**config.mk**
```make
export PLATFORM = sky130hd
export DESIGN_NAME = dp_reader_flat
export DESIGN_NICKNAME = d
export VERILOG_FILES = /design/src/rtl/dp_pkg.sv /design/src/rtl/dp_reader_if.sv /design/src/rtl/dp_reader.sv /design/src/flat_wrapper.sv
export SDC_FILE = /design/constraint.sdc
export NUM_CORES = 1
export LEC_CHECK = 0
export BUFFER_PORTS_ARGS = -buffer_cell sky130_fd_sc_hd__buf_2
export CORE_ASPECT_RATIO = 2
export CORE_UTILIZATION = 40
export CTS_CLUSTER_DIAMETER = 120
export DETAILED_ROUTE_END_ITERATION = 10
export PLACE_DENSITY = 0.73
export SLEW_MARGIN = 20
export SYNTH_ARGS = -nofsm -noshare
export SYNTH_HDL_FRONTEND = slang
export SYNTH_SLANG_ARGS = --single-unit
```
**constraint.sdc**
```tcl
create_clock -name clk -period 1.4 [get_ports clk]
set_clock_uncertainty 0.15 [all_clocks]
set_input_delay 0.35 -clock clk [delete_from_list [all_inputs] [get_ports clk]]
set_output_delay 0.35 -clock clk [all_outputs]
set_load 0.05 [all_outputs]
```
**src/rtl/dp_pkg.sv**
```systemverilog
// Shared definitions for the dp buffer and its port-B reader.
// Contents: default data/address widths and the reader FSM state encoding.
package dp_pkg;

  localparam int DP_DATA_W = 8;
  localparam int DP_ADDR_W = 4;

  typedef enum logic [2:0] {
    IDLE    = 3'd0,
    LOAD    = 3'd1,
    CAPT    = 3'd2,
    PRESENT = 3'd3,
    ADV     = 3'd4,
    DONE    = 3'd5
  } state_t;

endpackage

```
**src/rtl/dp_reader_if.sv**
```systemverilog
// Valid/ready word stream leaving the dp port-B reader.
//   data_out   : read word (source -> sink)
//   data_valid : data_out holds an unconsumed word (source -> sink)
//   data_ready : sink accepts when data_valid && data_ready (sink -> source)
// Modports: master = stream source (the reader), slave = consumer.
interface dp_reader_if #(
  parameter int DATA_W = 8
);

  logic [DATA_W-1:0] data_out;
  logic              data_valid;
  logic              data_ready;

  modport master (
    output data_out,
    output data_valid,
    input  data_ready
  );

  modport slave (
    input  data_out,
    input  data_valid,
    output data_ready
  );

endinterface

```
**src/rtl/dp_reader.sv**
```systemverilog
// Port-B drain controller for the dp dual-port buffer.
// After start, reads num_words consecutive words from the current port-B
// address by sequencing WEB (load dp output register) and incB (advance
// dp pointer), and offers each word on a valid/ready stream.
// Ports:
//   clk, rst   : clock, asynchronous active-high reset (shared with dp)
//   start      : one-cycle request, only honoured in IDLE
//   num_words  : word count 0..2**ADDR_W, captured on start accept
//   outB       : dp port-B read data, valid the cycle after WEB
//   WEB, incB  : dp port-B controls, never asserted together
//   rd_addr    : mirror of the dp port-B address (wraps)
//   busy       : high in every state except IDLE
//   done       : one-cycle pulse when the transfer completes
//   strm       : data_out / data_valid / data_ready stream (master side)
module dp_reader
  import dp_pkg::*;
#(
  parameter int DATA_W = DP_DATA_W,
  parameter int ADDR_W = DP_ADDR_W
) (
  input  logic              clk,
  input  logic              rst,
  input  logic              start,
  input  logic [ADDR_W:0]   num_words,
  input  logic [DATA_W-1:0] outB,
  output logic              WEB,
  output logic              incB,
  output logic [ADDR_W-1:0] rd_addr,
  output logic              busy,
  output logic              done,
  dp_reader_if.master       strm
);

  state_t          state;
  logic [ADDR_W:0] remaining;

  // Every output is loaded together with the state it belongs to, so all
  // outputs are flops and data_ready never reaches WEB/incB combinationally.
  always_ff @(posedge clk or posedge rst) begin
    if (rst) begin
      state           <= IDLE;
      WEB             <= 1'b0;
      incB            <= 1'b0;
      rd_addr         <= '0;
      busy            <= 1'b0;
      done            <= 1'b0;
      remaining       <= '0;
      strm.data_out   <= '0;
      strm.data_valid <= 1'b0;
    end else begin
      WEB  <= 1'b0;
      incB <= 1'b0;
      done <= 1'b0;
      case (state)
        IDLE: begin
          if (start) begin
            busy <= 1'b1;
            if (num_words == '0) begin
              state <= DONE;
              done  <= 1'b1;
            end else begin
              remaining <= num_words;
              state     <= LOAD;
              WEB       <= 1'b1;
            end
          end
        end
        LOAD: begin
          state <= CAPT;
        end
        CAPT: begin
          strm.data_out   <= outB;
          strm.data_valid <= 1'b1;
          state           <= PRESENT;
        end
        PRESENT: begin
          // data_valid is known high here, so ready alone completes the handshake
          if (strm.data_ready) begin
            strm.data_valid <= 1'b0;
            incB            <= 1'b1;
            state           <= ADV;
          end
        end
        ADV: begin
          rd_addr   <= rd_addr + ADDR_W'(1);
          remaining <= remaining - (ADDR_W+1)'(1);
          if (remaining == (ADDR_W+1)'(1)) begin
            state <= DONE;
            done  <= 1'b1;
          end else begin
            state <= LOAD;
            WEB   <= 1'b1;
          end
        end
        DONE: begin
          state <= IDLE;
          busy  <= 1'b0;
        end
        default: begin
          state           <= IDLE;
          busy            <= 1'b0;
          strm.data_valid <= 1'b0;
        end
      endcase
    end
  end

endmodule

```
**src/flat_wrapper.sv**
```systemverilog
// flat-port wrapper written by rule: the top's interface ports become plain ports
module dp_reader_flat import dp_pkg::*;
#(
  parameter int DATA_W = DP_DATA_W,
  parameter int ADDR_W = DP_ADDR_W
)
  (clk, rst, start, num_words, outB, WEB, incB, rd_addr, busy, done, strm_data_out, strm_data_valid, strm_data_ready);
  dp_reader_if #(.DATA_W(DATA_W)) strm_i ();
  input  logic clk;
  input  logic rst;
  input  logic start;
  input  logic [ADDR_W:0] num_words;
  input  logic [DATA_W-1:0] outB;
  output logic WEB;
  output logic incB;
  output logic [ADDR_W-1:0] rd_addr;
  output logic busy;
  output logic done;
  output wire logic [$bits(strm_i.data_out)-1:0] strm_data_out;
  output wire logic [$bits(strm_i.data_valid)-1:0] strm_data_valid;
  input wire logic [$bits(strm_i.data_ready)-1:0] strm_data_ready;
  assign strm_data_out = strm_i.data_out;
  assign strm_data_valid = strm_i.data_valid;
  assign strm_i.data_ready = strm_data_ready;
  dp_reader #(.DATA_W(DATA_W), .ADDR_W(ADDR_W)) u_core (.clk(clk), .rst(rst), .start(start), .num_words(num_words), .outB(outB), .WEB(WEB), .incB(incB), .rd_addr(rd_addr), .busy(busy), .done(done), .strm(strm_i));
endmodule
```
# After elaboration in Yosys (flattened, before gate mapping)
# Cells that the tools add are included.
dict set report word_totals {
  input_bits 17
  out_inout_bits 17
  register_bits 25
  wordCells 53
}
dict set report classes {
  bitwise 2
  add_sub_neg 2
  muxes 22
  eq_ne 9
  reduce_logical 9
}
# operator n
set op_table {}
lappend op_table {{3-bit case mux with 5 select lines} 1}
lappend op_table {{3-bit two-way mux} 4}
lappend op_table {{1-bit two-way mux} 10}
lappend op_table {{5-bit two-way mux} 2}
lappend op_table {{5-bit case mux with 2 select lines} 1}
lappend op_table {{4-bit OR reduction} 2}
lappend op_table {{3-bit by 2-bit == test with 1-bit output (second input constant)} 2}
lappend op_table {{3-bit == test (second input constant)} 2}
lappend op_table {{2-bit inequality test (second input constant)} 3}
lappend op_table {{1-bit case mux with 2 select lines} 3}
lappend op_table {{2-bit AND reduction} 3}
lappend op_table {{5-bit by 1-bit == test with 1-bit output (second input constant)} 1}
lappend op_table {{5-bit zero test} 1}
lappend op_table {{5-bit by 1-bit subtractor with 5-bit output (second input constant)} 1}
lappend op_table {{4-bit by 1-bit adder with 4-bit output (second input constant)} 1}
lappend op_table {{3-bit by 1-bit == test with 1-bit output (second input constant)} 1}
lappend op_table {{3-bit zero test} 1}
lappend op_table {{1-bit case mux with 3 select lines} 1}
lappend op_table {{3-bit AND reduction} 1}
lappend op_table {{1-bit NOT} 2}
lappend op_table {{2-bit nonzero test} 1}

# Depth between registers and ports, before layout
# Gate-level depths: netlist (run 1).
dict set report depth {
  ltp_word 4
  depth_mapped 5
  ltp_nobuf 5
}

# Worst setup path before layout (run 1)
# Ideal clock, no wire load.
dict set report synth_path {
  kind {flip-flop to flip-flop}
  from {register u_core.state[0]}
  to {register u_core.rd_addr[1]}
  synth_period_minus_slack_ps 1502
  t_arrival_ps 1228
  path_stages_with_launch 4
  path_buffers 1
  required_ps 1125
  setup_slack_ps -102
  setup_time_ps 125
  cell_sequence {dfrtp_1 -> buf_6 -> nor3b_4 -> mux2_2}
}
dict set report synth_via {
  elab_chain_len 1
}
# item line
set synth_lines {}
lappend synth_lines {{start, declared} dp_reader.sv:34} ;# state_t state;
lappend synth_lines {{start signal, assigned} dp_reader.sv:41} ;# state <= IDLE;
lappend synth_lines {{start signal, assigned} dp_reader.sv:59} ;# state <= DONE;
lappend synth_lines {{start signal, assigned} dp_reader.sv:63} ;# state <= LOAD;
lappend synth_lines {{3-bit == test} dp_reader.sv:54} ;# case (state)
lappend synth_lines {{end signal, assigned} dp_reader.sv:85} ;# rd_addr <= rd_addr + ADDR_W'(1);
lappend synth_lines {{end, declared} dp_reader.sv:28} ;# output logic [ADDR_W-1:0] rd_addr,
# No other way between the ends.
# A chain may end at the register's enable or synchronous reset.

# Worst setup path in the final report (run 1)
dict set report layout_path {
  from {register u_core.state[0]}
  to {register u_core.remaining[4]}
}
dict set report layout_via {
  elab_chain_len 3
  elab_cells_between_ends 7
  cone_classes {eq/ne (3); mux (1); reduce/logical (3)}
}
# item line
set layout_lines {}
lappend layout_lines {{3-bit zero test / 3-bit == test (equally long branches)} dp_reader.sv:54}
lappend layout_lines {{2-bit inequality test (no line) / 2-bit nonzero test (equally long branches)} n/a}
lappend layout_lines {{3-bit AND reduction (no line)} n/a}
lappend layout_lines {{end signal, assigned} dp_reader.sv:62} ;# remaining <= num_words;
lappend layout_lines {{end signal, assigned} dp_reader.sv:86} ;# remaining <= remaining - (ADDR_W+1)'(1);
lappend layout_lines {{end, declared} dp_reader.sv:35} ;# logic [ADDR_W:0] remaining;
# Parallel ways exist; a longest one is shown, timed or not.

==> run_results.csv, run 1 <==
group,metric,value,unit
outcome,status,"finished with violations",
outcome,violations,"negative setup slack",
setup_path,cp-start-kind,"register",
synth,synth-compound-area-share,12.40,%
setup_path,cp-end-kind,"register",
placed_design,dp_hpwl,2.194,mm
cells_and_area,layout-drive-gt1-share,60.84,%
timing,finalHoldViolations,0,
synth,ys_seq_area_share,49.60,%
setup_path,criticalPathCategory,"reg -> reg",
placed_design,place_inst,185,
cells_and_area,regArea,631.9,um^2
synth,synth_area_leader_cell,"dfrtp_1",
cells_and_area,diodes,0,
synth,synth-async-reset-ratio,100.0,%
min_path,holdPathStages,2,
placed_design,place_area,1675,um^2
setup_path,worst-r2r-cell-count,5,
timing,slew_violations,0,
route,finalWirelength,3.196,mm
synth,syn-instance-count,100,
synth,synth_fa_ha_area_share,2.976,%
synth,syn-cell-area,1261,um^2
clocking,htree_levels,1,
synth,synthMuxAreaShare,12.00,%
clocking,clock_path_buffers,2,
route,drt_iter0_drc,21,
synth,synthXorXnorAreaFrac,2.083,%
route,drtPass1Iterations,4,
floorplan,fp.dieW,41.71,um
setup_path,crit_fanout,8,
floorplan,die_y,81.41,um
pwr,p_per_area,2372,nW/um^2
min_path,hp-start,"outB[3]",
setup_path,required,1400,ps
global_route,antenna_found_initial,0,
job,drv_cap,0,
clocking,cts_buffers,3,
setup_path,timing.rr.start,"u_core.state[0]",
route,routed_via_density,5.362,
pwr,p_leak,0.9297,nW
min_path,holdPathEnd,"u_core.strm.data_out[3]",
floorplan,dieArea,3395,um^2
setup_path,r2r_setup_slack,-240,ps
route,vias,1051,
floorplan,fp-row-count,28,
global_route,grtUsageTotal,20.57,%
floorplan,core,2978,um^2
timing,hold_slack,159.0,ps
clocking,path_clk_slew,80,ps
clocking,cts_root_buf,"clkbuf_8",
route,avgRoutedWirePerCell,16.31,um
floorplan,initial_core_util,42.35,%
global_route,grt_pass1_wl,5.126,mm
clocking,cts_sinks,25,
synth,syn-num-nets,120,
synth,synth-seq-cells,25,
clocking,clk_latency,270,ps
timing,worst_slack,-238.2,ps
global_route,globalRouteOverflowTotal,0,
cells_and_area,fill_cells,224,
synth,synth_simple_gate_area_share,16.47,%
synth,synth.distinct_cells,41,
synth,yosys_warnings,0,
global_route,first_global_vias,1075,
setup_path,worstPathArrival,1640,ps
synth,synth_edf_count,0,
synth,ys.flop_type,"dfrtp_1",
synth,synth.avg_cell_area,12.61,um^2
timing,fin_crit_sh,117.0,%
clocking,tritoncts,"built",
pwr,ir_drop,1482,uV
placed_design,place_congestion,0.8604,
timing,worstMarginPinSlew,324.3,ps
timing,tns,-2290,ps
cells_and_area,synthToLayoutAreaGrowth,54.17,%
cells_and_area,stdcell_count,196,
timing,slew-limit-headroom,78.38,%
cells_and_area,multiInputGateArea,701.9,um^2
timing,timing.fmax,610.4,MHz
timing,finalSetupViolations,19,
floorplan,boundaryPins,34,
route,drc_errors,0,
synth,synth_area_leaders,"dfrtp_1, mux2_2, mux2i_1",
min_path,hold_path.class,"in -> reg",
timing,fin_crit,1638,ps
synth,yosysTopAreaCellShare,49.60,%
global_route,grt_max_degree,26,
cells_and_area,design_area,1944,um^2
placed_design,io_buffers,33,
synth,synth_top_family_by_area,"simple AND/OR/NAND/NOR gates",
setup_path,r2r-end,"u_core.remaining[4]",
route,ant_nets,0,
cells_and_area,nNetsFinal,187,
timing,grt_setup_unrepaired,"yes",
[metrics by stage]
step / utilization [%] / total power, mW / setup slack (ps)
final: 65.29 / 4.612 / -238.2
after global routing: 65.29 / 4.873 / -259.5
after CTS: 61.97 / 4.438 / -174.6
after detailed placement: 56.26 / 3.669 / -179.9
after global placement: 56.26 / 3.563 / -146.2
after floorplan: - / 2.887 / -82.13
[state kept, by name, indices dropped and copies added (netlist names)]
name / count
u_core.strm.data_valid: 1
u_core.WEB: 1
u_core.done: 1
u_core.incB: 1
u_core.remaining: 5
u_core.busy: 1
u_core.strm.data_out: 8
u_core.rd_addr: 4
u_core.state: 3
[logic make-up after synthesis]
family / count (synthesis)
adders and majority gates: 3
muxes: 14
DFF: 25
xor gates and xnor gates: 3
and+or+nand+nor: 28
buffers and inverters: 10
AOI/OAI and AO/OA: 17
[final cells by class]
type	count	share of cell area, %
inverters	7	1.351
repair buffers	65	25.80
well taps	30	1.931
flip-flops and latches	25	32.50
multi-input cells	65	36.10
clock buffers	4	2.317
[power by group]
part	switching [mW]	total (mW)	leakage [nW]	internal, mW
registers	0.292	1.34	0.300	1.05
logic	1.52	2.84	0.607	1.33
clock network	0.221	0.425	0.0228	0.204
total	2.03	4.61	0.930	2.58
[repair_timing]
action / in CTS / in global routing
gates resized for setup: 29 / 19
pin swaps: 8 / 7
endpoints found under the setup margin: 25 / 29
setup buffers: 1 / 5
hold buffers: 1 / 0
hold endpoints to repair: 25 / 0
[worst max-delay path by stage]
| stage | startpoint | endpoint | slack (ps) | cells past startpoint |
|---|---|---|---|---|
| 6_report | u_core.state[0] | u_core.remaining[4] | -240 | 5 |
| 5_1_grt | u_core.state[0] | u_core.remaining[4] | -260 | 5 |
| 4_1_cts | u_core.remaining[0] | u_core.remaining[4] | -170 | 5 |
| 3_5_place_dp | u_core.state[1] | u_core.remaining[2] | -180 | 5 |
| 3_3_place_gp | u_core.state[0] | u_core.remaining[2] | -150 | 3 |
| 2_1_floorplan | u_core.state[0] | u_core.remaining[3] | -80 | 4 |
[cells in the mapped netlist (2+ instances only)]
| master | number |
|---|---|
| nor3b_4 | 2 |
| mux2i_1 | 5 |
| nor2_1 | 2 |
| o21ai_0 | 2 |
| a2bb2oi_1 | 2 |
| nand2_1 | 5 |
| nor4b_1 | 2 |
| ha_1 | 3 |
| xnor2_1 | 3 |
| o22ai_1 | 2 |
| nor3_1 | 4 |
| mux2_2 | 9 |
| dfrtp_1 | 25 |
| inv_1 | 7 |
[worst max-delay path, stage by stage (launching register included)]
cell and delay (ps):
dfrtp_2 460, buf_6 140, nor3b_4 230, buf_12 160
mux2i_1 260, o32ai_2 120
[metal layers]
layer	wire, um	GRT usage, %	up-vias
met3	105	2.418	9
li1	-	-	499
met2	1799	37.97	40
met4	123	14.19	0
met5	0	0	-
met1	1167	21.05	503
[layout by cell type (no fill, tap or decap), drive strengths merged, types with 3 or more instances in the layout]
cell type   n
xnor2       3
ha          3
inv         7
buf        60
nand2       5
nor3        4
dfrtp      25
mux2i       5
mux2        9
clkbuf      8
nor3b       3
No activity file was read; power rests on OpenSTA's default activity.
==> inputs of run 2 (changes only) <==
--- a/config.mk
+++ b/config.mk
@@ -6,7 +6,7 @@
 export NUM_CORES = 1
 export LEC_CHECK = 0
 export BUFFER_PORTS_ARGS = -buffer_cell sky130_fd_sc_hd__buf_2
-export CORE_ASPECT_RATIO = 2
+export CORE_ASPECT_RATIO = 1.5
 export CORE_UTILIZATION = 40
 export CTS_CLUSTER_DIAMETER = 120
 export DETAILED_ROUTE_END_ITERATION = 10
==> run_results.csv, run 2 (synthesis gave the netlist of run 1 again) <==
group,metric,value,unit
timing,tns,-2257,ps
placed_design,place_area,1684,um^2
clocking,clock_path_buffers,2,
cells_and_area,top_regs,"u_core.strm.data_out x8, u_core.remaining x5, u_core.rd_addr x4",
timing,fin_crit,1611,ps
timing,worst_slack,-211.2,ps
outcome,violations,"negative setup slack",
route,routed_via_density,5.151,
clocking,tritoncts,"built",
cells_and_area,design_area,1968,um^2
placed_design,place_congestion,0.7918,
cells_and_area,regArea,628.1,um^2
cells_and_area,fill_cells,238,
floorplan,core,2943,um^2
route,drtPass1Iterations,4,
timing,fin_crit_sh,115.1,%
route,vias,1092,
floorplan,boundaryPins,34,
cells_and_area,final_common_cell,"buf_4",
floorplan,fp-row-count,24,
global_route,grt_max_degree,26,
floorplan,fp.dieW,47.85,um
setup_path,worstPathArrival,1640,ps
cells_and_area,synthToLayoutAreaGrowth,56.05,%
outcome,status,"finished with violations",
setup_path,criticalPathCategory,"reg -> reg",
global_route,antenna_found_initial,0,
route,finalWirelength,3.130,mm
global_route,grt_pass1_wl,4.491,mm
clocking,htree_levels,1,
timing,grt_setup_unrepaired,"yes",
cells_and_area,layout_common_cells,"buf_4, dfrtp_1, buf_2",
floorplan,dieArea,3386,um^2
cells_and_area,largest_register,"u_core.strm.data_out",
cells_and_area,multiInputGateArea,679.4,um^2
clocking,cts_sinks,25,
cells_and_area,largest_reg_flops,8,
placed_design,io_buffers,33,
timing,slew_violations,0,
global_route,globalRouteOverflowTotal,0,
cells_and_area,nNetsFinal,194,
global_route,grtUsageTotal,18.28,%
route,drc_errors,0,
setup_path,crit_path_cell_trace,"inv_1 > ha_2 > nor4b_1 > mux2i_2 > o32ai_2",
cells_and_area,diodes,0,
timing,finalHoldViolations,0,
setup_path,cp-start-kind,"register",
clocking,path_clk_slew,90,ps
timing,finalSetupViolations,19,
route,ant_nets,0,
floorplan,initial_core_util,42.86,%
setup_path,cp-end-kind,"register",
placed_design,pre_cts_ws,-183.5,ps
setup_path,crit_fanout,3,
setup_path,max_stage_delay,440,ps
clocking,cts_buffers,3,
timing,timing.fmax,620.7,MHz
pwr,ir_drop,1331,uV
setup_path,worst-path-buf-inv,1,
clocking,clk_latency,270,ps
pwr,total_power,4.528,mW
job,drv_cap,0,
timing,worstMarginPinSlew,440.4,ps
clocking,cts_root_buf,"clkbuf_8",
route,avgRoutedWirePerCell,14.76,um
placed_design,dp_hpwl,2.159,mm
route,drt_iter0_drc,21,
min_path,hold_path.class,"in -> reg",
pwr,p_leak,0.9348,nW
timing,slew-limit-headroom,70.22,%
setup_path,critical_path.top_delay_family,"flip-flops",
global_route,first_global_vias,1058,
floorplan,die_y,70.77,um
cells_and_area,layout-drive-gt1-share,61.85,%
pwr,p_per_area,2300,nW/um^2
setup_path,cp_slowest_cell,"dfrtp_1",
setup_path,required,1430,ps
run 2: cell types whose count changed in the layout (fill, tap and decap cells not counted), sizes merged:
| cell | change |
|---|---|
| buf | +4 |
| clkbuf | +3 |
run 2: metrics by stage:
step / hold slack [ps] / instances / util (%)
6_report: 151.7 / 212 / 66.88
5_1_grt: 160.0 / 212 / 66.88
4_1_cts: 157.6 / 206 / 62.37
3_5_place_dp: 259.0 / 197 / 57.23
3_3_place_gp: 256.4 / 197 / 57.23
2_1_floorplan: 227.2 / 100 / -
run 2: worst paths after layout:
kind                                     start                 endpoint  slack, ps  cells past startpoint
max                        u_core.remaining[0]      u_core.remaining[4]       -210                      5
min                                    outB[1]  u_core.strm.data_out[1]        150                      2
max reg2reg                u_core.remaining[0]      u_core.remaining[4]       -210                      5
min reg2reg                  u_core.rd_addr[3]        u_core.rd_addr[3]        330                      1
max in group asynchronous                  rst          u_core.state[2]        320                      4
min in group asynchronous                  rst        u_core.rd_addr[3]        510                      4
run 2: routing by layer:
metal,vias up,wire length [um],part of all wire (%),global-route usage (%)
li1,516,-,-,-
met1,535,1215,39,22.02
met2,36,1754,56,31.08
met3,5,115,3.7,2.296
met4,0,44,1.4,7.407
met5,-,0,0,0
run 2: power breakdown:
| part | switching [mW] | internal, mW | total [mW] | leakage (nW) |
|---|---|---|---|---|
| clock | 0.226 | 0.204 | 0.430 | 0.0228 |
| combinational | 1.53 | 1.27 | 2.80 | 0.609 |
| sequential | 0.256 | 1.04 | 1.30 | 0.303 |
run 2: repair_timing:
action                     CTS  global route
hold buffers                 1             0
pin swaps                    1             4
resized for setup           18            24
setup endpoints to repair   24            32
hold endpoints to repair    25             0
setup buffers                4             6
run 2: layout make-up:
class / count / share of cell area, %
Sequential cell: 25 / 31.91
Timing Repair Buffer: 72 / 27.46
Clock buffer: 4 / 2.289
Inverter: 7 / 1.335
Multi-Input combinational cell: 65 / 34.52
Tap cell: 39 / 2.479
==> inputs of run 3 (changes only) <==
--- a/config.mk
+++ b/config.mk
@@ -11,7 +11,7 @@
 export CTS_CLUSTER_DIAMETER = 120
 export DETAILED_ROUTE_END_ITERATION = 10
 export PLACE_DENSITY = 0.73
-export SLEW_MARGIN = 20
+export SETUP_SLACK_MARGIN = 0.2
 export SYNTH_ARGS = -nofsm -noshare
 export SYNTH_HDL_FRONTEND = slang
 export SYNTH_SLANG_ARGS = --single-unit
==> run_results.csv, run 3 (synthesis gave the netlist of run 1 again) <==
group,metric,value,unit
route,dr.max_layer_used,"met4",
floorplan,initial_core_util,42.86,%
pwr,ir_drop,1245,uV
route,finalWirelength,3.470,mm
pwr,p_leak,1.019,nW
cells_and_area,largest_reg_flops,8,
placed_design,place_area,1684,um^2
route,drt_iter0_drc,15,
setup_path,required,1450,ps
placed_design,dp_hpwl,2.170,mm
floorplan,boundaryPins,34,
route,drtPass1Iterations,4,
floorplan,fp-row-count,24,
timing,fin_crit,1569,ps
route,routed_via_density,5.199,
route,met1_length,1.319,mm
route,drc_errors,0,
placed_design,place_congestion,0.7918,
cells_and_area,top_regs,"u_core.strm.data_out x8, u_core.remaining x5, u_core.rd_addr x4",
setup_path,crit_fanout,5,
cells_and_area,largest_register,"u_core.strm.data_out",
pwr,total_power,5.032,mW
clocking,cts_root_buf,"clkbuf_8",
route,wl_met2,1.930,mm
setup_path,worst-r2r-cell-count,3,
timing,slew_violations,0,
timing,worst_slack,-169.4,ps
setup_path,criticalPathCategory,"reg -> reg",
setup_path,r2r-end,"u_core.remaining[2]",
global_route,grt_pass1_wl,4.926,mm
outcome,violations,"negative setup slack",
timing,finalHoldViolations,0,
pwr,p_per_area,2366,nW/um^2
cells_and_area,layout-drive-gt1-share,65.54,%
timing,worstMarginPinSlew,415.2,ps
clocking,htree_levels,1,
global_route,globalRouteOverflowTotal,0,
placed_design,io_buffers,33,
route,vias,1123,
floorplan,dieArea,3386,um^2
route,avgRoutedWirePerCell,16.06,um
timing,grt_setup_unrepaired,"yes",
cells_and_area,diodes,0,
route,ant_nets,0,
cells_and_area,nNetsFinal,198,
setup_path,worstPathArrival,1620,ps
global_route,grtUsageTotal,20.49,%
clocking,clk_latency,270,ps
timing,slew-limit-headroom,72.17,%
placed_design,pre_cts_ws,-162.5,ps
setup_path,timing.rr.start,"u_core.state[0]",
min_path,hold_path.class,"in -> reg",
timing,finalSetupViolations,21,
min_path,hp-start,"outB[7]",
global_route,grt_max_degree,26,
floorplan,fp.dieW,47.85,um
cells_and_area,design_area,2127,um^2
clocking,path_clk_slew,90,ps
cells_and_area,layout_common_cells,"buf_4, buf_6, dfrtp_1",
route,met3_length,130,um
floorplan,core,2943,um^2
clocking,cts_buffers,3,
outcome,status,"finished with violations",
cells_and_area,synthToLayoutAreaGrowth,68.65,%
clocking,clock_path_buffers,2,
setup_path,cp-start-kind,"register",
timing,timing.fmax,637.2,MHz
setup_path,cp-end-kind,"register",
global_route,first_global_vias,1121,
global_route,antenna_found_initial,0,
min_path,holdPathEnd,"u_core.strm.data_out[7]",
min_path,holdPathStages,2,
clocking,cts_sinks,25,
floorplan,die_y,70.77,um
setup_path,r2r_setup_slack,-170,ps
timing,hold_slack,168.0,ps
clocking,tritoncts,"built",
job,drv_cap,0,
cells_and_area,final_common_cell,"buf_4",
timing,fin_crit_sh,112.1,%
-- run 3: cell types whose count changed in the layout (fill, tap and decap cells not counted), sizes merged --
cell and delta:
buf +11, clkbuf -7
-- run 3: per-layer routing --
metal	GRT usage, %	vias to the layer above
li1	-	522
met1	21.38	550
met2	36.79	41
met3	2.551	10
met4	10.49	0
met5	0	-
-- run 3: layout make-up --
cell class                 instances  area (um^2)
fill                             216        815.8
inverter                           7        26.28
clock buffer                       4        45.04
multi-input combinational         65        720.7
timing repair buffer              76        654.4
sequential                        25        631.9
tap                               39        48.80
-- run 3: metrics by stage --
step	utilization, %	cells	setup TNS [ps]
6_report	72.28	216	-2242
5_1_grt	72.28	216	-3117
4_1_cts	67.52	206	-2256
3_5_place_dp	57.23	192	-2239
3_3_place_gp	57.23	192	-1784
2_1_floorplan	-	100	-1020
-- run 3: critical path, stage by stage (launching register included) --
cell     delay (ps)
dfrtp_2         460
or4b_4          570
a21oi_4         150
o32a_1          180
-- run 3: what timing repair did --
item / in CTS / in global routing
resized for setup: 54 / 15
buffers inserted: 9 / 10
hold buffers: 1 / 0
setup endpoints to repair: 40 / 45
hold endpoints to repair: 25 / 0
pin swaps: 3 / 6
-- run 3: where the power goes --
part | switching (mW) | internal [mW]
combinational | 1.61 | 1.63
clock | 0.221 | 0.203
sequential | 0.319 | 1.05
-- run 3: how the worst max path moves through the flow --
stage	slack, ps	cells after the start	from	end
after floorplan	-80	4	u_core.state[0]	u_core.remaining[3]
after global placement	-130	3	u_core.state[2]	u_core.remaining[4]
after detailed placement	-160	3	u_core.state[2]	u_core.remaining[2]
after CTS	-170	3	u_core.state[2]	u_core.remaining[2]
after global routing	-200	4	u_core.state[2]	u_core.remaining[3]
final	-170	3	u_core.state[0]	u_core.remaining[2]
